`config.mk`:
```
export PLATFORM = sky130hd
export DESIGN_NAME = led_bar_meter
export DESIGN_NICKNAME = d
export VERILOG_FILES = /design/src/rtl/led_bar_pkg.sv /design/src/rtl/led_bar_decode.sv /design/src/rtl/led_bar_meter.sv
export SDC_FILE = /design/constraint.sdc
export NUM_CORES = 1
export LEC_CHECK = 0
export CAP_MARGIN = 40
export CORE_MARGIN = 3
export CORE_UTILIZATION = 30
export DETAILED_ROUTE_END_ITERATION = 10
export SYNTH_ARGS = -nofsm -noshare
export SYNTH_HDL_FRONTEND = slang
export SYNTH_SLANG_ARGS = --single-unit
```
`constraint.sdc`:
```
create_clock -name clk -period 2.7 [get_ports clk]
set_clock_uncertainty 0.15 [all_clocks]
set_input_delay 0.27 -clock clk [delete_from_list [all_inputs] [get_ports clk]]
set_output_delay 0.27 -clock clk [all_outputs]
set_load 0.005 [all_outputs]
```
`src/rtl/led_bar_pkg.sv`:
```
// Shared types and helpers for the LED bar meter: display modes, peak FSM states
// and the width needed to hold a level in 0..N.
package led_bar_pkg;

  typedef enum logic {
    MODE_FILL = 1'b0,
    MODE_DOT  = 1'b1
  } disp_mode_e;

  typedef enum logic [1:0] {
    PK_IDLE  = 2'd0,
    PK_HOLD  = 2'd1,
    PK_DECAY = 2'd2
  } peak_state_e;

  function automatic int lvl_width(input int n);
    return $clog2(n + 1);
  endfunction

endpackage

```
`src/rtl/led_bar_decode.sv`:
```
// Combinational level-to-pattern mapping: FILL lights bits [level-1:0],
// DOT lights only bit level-1; level 0 is dark in both.
module led_bar_decode
  import led_bar_pkg::*;
#(
  parameter int N_LEDS = 10,
  parameter int LW     = lvl_width(N_LEDS)
) (
  input  logic [LW-1:0]     level_i,
  input  logic              mode_i,
  output logic [N_LEDS-1:0] pattern_o
);

  always_comb begin
    pattern_o = '0;
    for (int i = 0; i < N_LEDS; i++) begin
      if (mode_i == MODE_DOT) pattern_o[i] = (LW'(i + 1) == level_i);
      else                    pattern_o[i] = (LW'(i) < level_i);
    end
  end

endmodule

```
`src/rtl/led_bar_meter.sv`:
```
// LED bar meter with optional peak hold/decay (macro LED_BAR_PEAK_EN).
// leds, over and peak are registered; state_dbg exposes the peak FSM state.
module led_bar_meter
  import led_bar_pkg::*;
#(
  parameter int N_LEDS    = 10,
  parameter int SEL_W     = 4,
  parameter int HOLD_CYC  = 25000000,
  parameter int DECAY_CYC = 2500000
) (
  input  logic                         clk,
  input  logic                         clr,
  input  logic [SEL_W-1:0]             sel,
  input  logic                         load,
  input  logic                         mode,
  output logic [N_LEDS-1:0]            leds,
  output logic                         over,
  output logic [lvl_width(N_LEDS)-1:0] peak,
  output logic [1:0]                   state_dbg
);

  localparam int          LW  = lvl_width(N_LEDS);
  localparam logic [31:0] N_U = 32'(N_LEDS);

  logic [31:0]       sel_ext;
  logic              sel_over;
  logic [LW-1:0]     sel_sat;
  logic [LW-1:0]     level_q, level_d;
  logic              over_q, over_d;
  logic [N_LEDS-1:0] leds_q, leds_d;
  logic [N_LEDS-1:0] bar_pat;

  assign sel_ext  = 32'(sel);
  assign sel_over = (sel_ext > N_U);
  assign sel_sat  = sel_over ? LW'(N_LEDS) : LW'(sel_ext);
  assign level_d  = load ? sel_sat : level_q;
  assign over_d   = load ? sel_over : over_q;

  // Decoding the next level (not level_q) keeps leds one register behind sel.
  led_bar_decode #(.N_LEDS(N_LEDS), .LW(LW)) u_bar (
    .level_i  (level_d),
    .mode_i   (mode),
    .pattern_o(bar_pat)
  );

`ifdef LED_BAR_PEAK_EN
  localparam int          MAXC    = (HOLD_CYC > DECAY_CYC) ? HOLD_CYC : DECAY_CYC;
  localparam int          CW      = $clog2(MAXC + 1);
  localparam logic [CW-1:0] HOLD_LD  = CW'(HOLD_CYC - 1);
  localparam logic [CW-1:0] DECAY_LD = CW'(DECAY_CYC - 1);

  peak_state_e       state_q, state_d;
  logic [CW-1:0]     cnt_q, cnt_d;
  logic [LW-1:0]     peak_q, peak_d;
  logic [N_LEDS-1:0] peak_pat;

  always_comb begin
    state_d = state_q;
    cnt_d   = cnt_q;
    peak_d  = peak_q;
    // A qualifying load wins over any counter expiry in the same cycle.
    if (load && (sel_sat >= peak_q)) begin
      if (sel_sat == '0) begin
        state_d = PK_IDLE;
        cnt_d   = '0;
      end else begin
        peak_d  = sel_sat;
        cnt_d   = HOLD_LD;
        state_d = PK_HOLD;
      end
    end else begin
      case (state_q)
        PK_HOLD: begin
          if (cnt_q == '0) begin
            state_d = PK_DECAY;
            cnt_d   = DECAY_LD;
          end else begin
            cnt_d = cnt_q - CW'(1);
          end
        end
        PK_DECAY: begin
          if (cnt_q != '0) begin
            cnt_d = cnt_q - CW'(1);
          end else if ((peak_q - LW'(1)) <= level_d) begin
            // Peak has caught up with the live level: park on it.
            peak_d = level_d;
            if (level_d == '0) begin
              state_d = PK_IDLE;
              cnt_d   = '0;
            end else begin
              state_d = PK_HOLD;
              cnt_d   = HOLD_LD;
            end
          end else begin
            peak_d = peak_q - LW'(1);
            cnt_d  = DECAY_LD;
          end
        end
        default: ;
      endcase
    end
  end

  always_ff @(posedge clk) begin
    if (clr) begin
      state_q <= PK_IDLE;
      cnt_q   <= '0;
      peak_q  <= '0;
    end else begin
      state_q <= state_d;
      cnt_q   <= cnt_d;
      peak_q  <= peak_d;
    end
  end

  led_bar_decode #(.N_LEDS(N_LEDS), .LW(LW)) u_peak (
    .level_i  (peak_d),
    .mode_i   (MODE_DOT),
    .pattern_o(peak_pat)
  );

  assign leds_d    = bar_pat | peak_pat;
  assign peak      = peak_q;
  assign state_dbg = state_q;
`else
  localparam int unused_timing = HOLD_CYC + DECAY_CYC;

  assign leds_d    = bar_pat;
  assign peak      = '0;
  assign state_dbg = PK_IDLE;
`endif

  always_ff @(posedge clk) begin
    if (clr) begin
      level_q <= '0;
      over_q  <= 1'b0;
      leds_q  <= '0;
    end else begin
      level_q <= level_d;
      over_q  <= over_d;
      leds_q  <= leds_d;
    end
  end

  assign leds = leds_q;
  assign over = over_q;

endmodule

```
==> results.py <==
metrics = {
    "yosys": {
        "synth_edf_count": 0,
        "syn_area_um2": 728.2,
        "synth_ff_type": "dfxtp_1",
        "synth_area_per_cell_um2": 9.457,
        "netlist.area_leader.share": 0.4124,
        "synth_fa_ha_area_frac": 0,
        "synth-compound-area-share": 0.2595,
        "synth_mux_area_frac": 0.01890,
        "synth_cell_types": 32,
        "yosysSeqAreaShare": 0.4124,
        "yosys.area.top_type": "dfxtp_1",
        "syn_inst": 77,
        "ys_ff_latch": 15,
        "synth-xor-area-share": 0,
        "synthTopCellsByArea": "dfxtp_1 (41%), buf_4 (7.2%), a21oi_1 (4.8%)",
        "synth-async-reset-ratio": 0,
        "synth-simple-area-share": 0.1907,
        "ys_warn_count": 0,
        "synth_top_family_by_area": "compound AO/OA/AOI/OAI gates",
    },
    "cells_and_area": {
        "fill_cells": 246,
        "layout_commonest_cell": "clkdlybuf4s50_1",
        "final_cells": 122,
        "nets": 103,
        "final_cell_mix": "clkdlybuf4s50_1 (18), dfxtp_1 (15), a21oi_1 (7)",
        "areaGrowthSynthToFinish_pct": 24.91,
        "utilization": 0.4034,
        "insertedDiodeCount": 0,
        "drive_above_1_share": 0.1064,
    },
    "sta": {
        "slew_headroom": 0.5877,
        "worst_slew_pin_slew_ns": 0.6165,
        "fin_crit_ns": 1.986,
        "finalCritPeriodShare": 0.7354,
        "rsz0062_at_grt": "no",
        "setup_tns_ns": 0,
        "setup_slack_ns": 0.7144,
        "max_freq_mhz": 503.6,
        "finalHoldViolations": 0,
        "slew_violations": 0,
        "finalSetupViolCount": 0,
    },
    "die": {
        "coreArea_um2": 2255,
        "chipWidth_um": 55.27,
        "initial_core_util": 0.3230,
        "io_pins": 25,
        "dieArea_um2": 3054,
        "die_y_um": 55.27,
        "rows": 17,
    },
    "worst_setup_path": {
        "critPathBufInv": 1,
        "max_stage_delay_ns": 0.86,
        "crit_arrival_ns": 2.01,
        "cp_top_family": "buffers and inverters",
        "critPathMaxFanout": 17,
        "critPathSlowestCell": "clkdlybuf4s50_1",
        "worstSetupPathType": "in -> reg",
        "cp.required_ns": 2.72,
        "r2r-start": "level_q[3]$_SDFF_PP0_",
        "critPathLaunchType": "input pin",
        "crit_start": "load",
        "crit_path_cell_trace": "clkdlybuf4s50_1 > nor3_1 > a21oi_1 > nor2b_1 > a2111oi_2",
        "cp-end-kind": "flop",
    },
    "clocking": {
        "postCtsResizedCells": 0,
        "clk_latency_ns": 0.28,
        "ctsHtreeMaxLevel": 1,
        "clk_pin_slew_ns": 0.10,
        "cts_setup_buffers": 0,
        "cts_buffer_depth": 2,
        "hold_buffers": 0,
        "clock-sinks": 15,
        "cts_buffers": 3,
        "cts_tree": "yes",
        "root_buffer": "clkbuf_4",
    },
    "drt": {
        "drt_iter0_markers": 8,
        "drt-total-wl_um": 1374,
        "vias_per_cell": 4.738,
        "drtAntennaViolNets": 0,
        "firstDrtPassIters": 4,
        "route.vias.total": 578,
        "drc": 0,
        "post_drt_wl_per_cell_um": 11.26,
    },
    "pwr": {
        "cellPowerDensity_nw_per_um2": 506.7,
        "ir_drop_v": 0.0002080,
        "p_leak_nw": 0.3363,
        "power_uw": 460.9,
    },
    "global_route": {
        "grt_max_degree": 18,
        "antenna_found_initial": 0,
        "overflow": 0,
        "grt_pass1_vias": 527,
        "grt_use_total": 0.09607,
        "grt_pass1_wl_um": 2339,
    },
    "placed_design": {
        "port_buffers": 18,
        "hpwl_um": 1010,
        "gp_congestion": 0.7938,
        "place_inst": 118,
        "dp_slack_ns": 0.4300,
    },
    "worst_hold_path": {
        "min_from": "over$_SDFFE_PP0P_",
        "hold_path_class": "reg -> reg",
    },
    "job": {
        "drv_cap": 0,
    },
    "outcome": {
        "status": "finished clean",
    },
}
==> stage by stage <==
stage / instance area [um2] / hold WS (ns)
2_1_floorplan: 747.0 / 0.2070
3_3_place_gp: 883.3 / 0.3161
3_5_place_dp: 883.3 / 0.3108
4_1_cts: 909.6 / 0.3261
5_1_grt: 909.6 / 0.3652
6_report: 909.6 / 0.3245
==> path summary, 6_finish.rpt <==
check	endpoint	slack [ns]	cells past startpoint
worst max-delay path	leds[8]$_SDFF_PP0_	0.71	5
worst min-delay path	over$_SDFFE_PP0P_	0.32	2
worst max register to register	leds[2]$_SDFF_PP0_	1.19	3
worst min register to register	over$_SDFFE_PP0P_	0.32	2
==> kinds of logic (layout without fill, tap and decap cells) <==
kind of cell	after synthesis	count (layout)
and+or+nand+nor	25	25
buffers and inverters	11	23
muxes	1	1
other	1	6
AOI/OAI and AO/OA	24	24
DFF	15	15
==> layer usage <==
layer / up-vias / track usage / routed length, um
met5: - / 0 / 0
met1: 262 / 0.1105 / 635
met3: 4 / 0.03505 / 77
met2: 15 / 0.1588 / 640
met4: 0 / 0.04167 / 20
li1: 297 / - / -
==> flip-flops by register name (all words and copies together), names as in the netlist <==
signal   flops
over         1
level_q      4
leds        10
==> cell type report <==
type	instances	area, um2	share of cell area
multi-input cells	56	364.1	0.4003
well taps	28	35.03	0.03851
repair buffers	18	180.2	0.1981
inverters	1	3.754	0.004127
flip-flops and latches	15	300.3	0.3301
clock buffers	4	26.28	0.02889
==> cell usage after synthesis (2+ instances only) <==
cell,instances
a211oi_1,3
a21o_1,3
a21oi_1,7
buf_4,7
buf_6,2
dfxtp_1,15
nand2_1,2
nand2b_1,5
nand3_1,2
nor2_1,5
nor2b_1,3
nor3_1,3
==> worst reg2reg max path, stage by stage, from the launching register on <==
cell	delay, ns
dfxtp_1	0.37
o32ai_2	0.38
or4b_1	0.46
o21ai_1	0.08
==> power by group <==
group	internal [mW]	switching (mW)
Combinational	0.0484	0.0448
Clock	0.0572	0.0696
Sequential	0.235	0.00604
No activity file was read; power rests on OpenSTA's default activity.
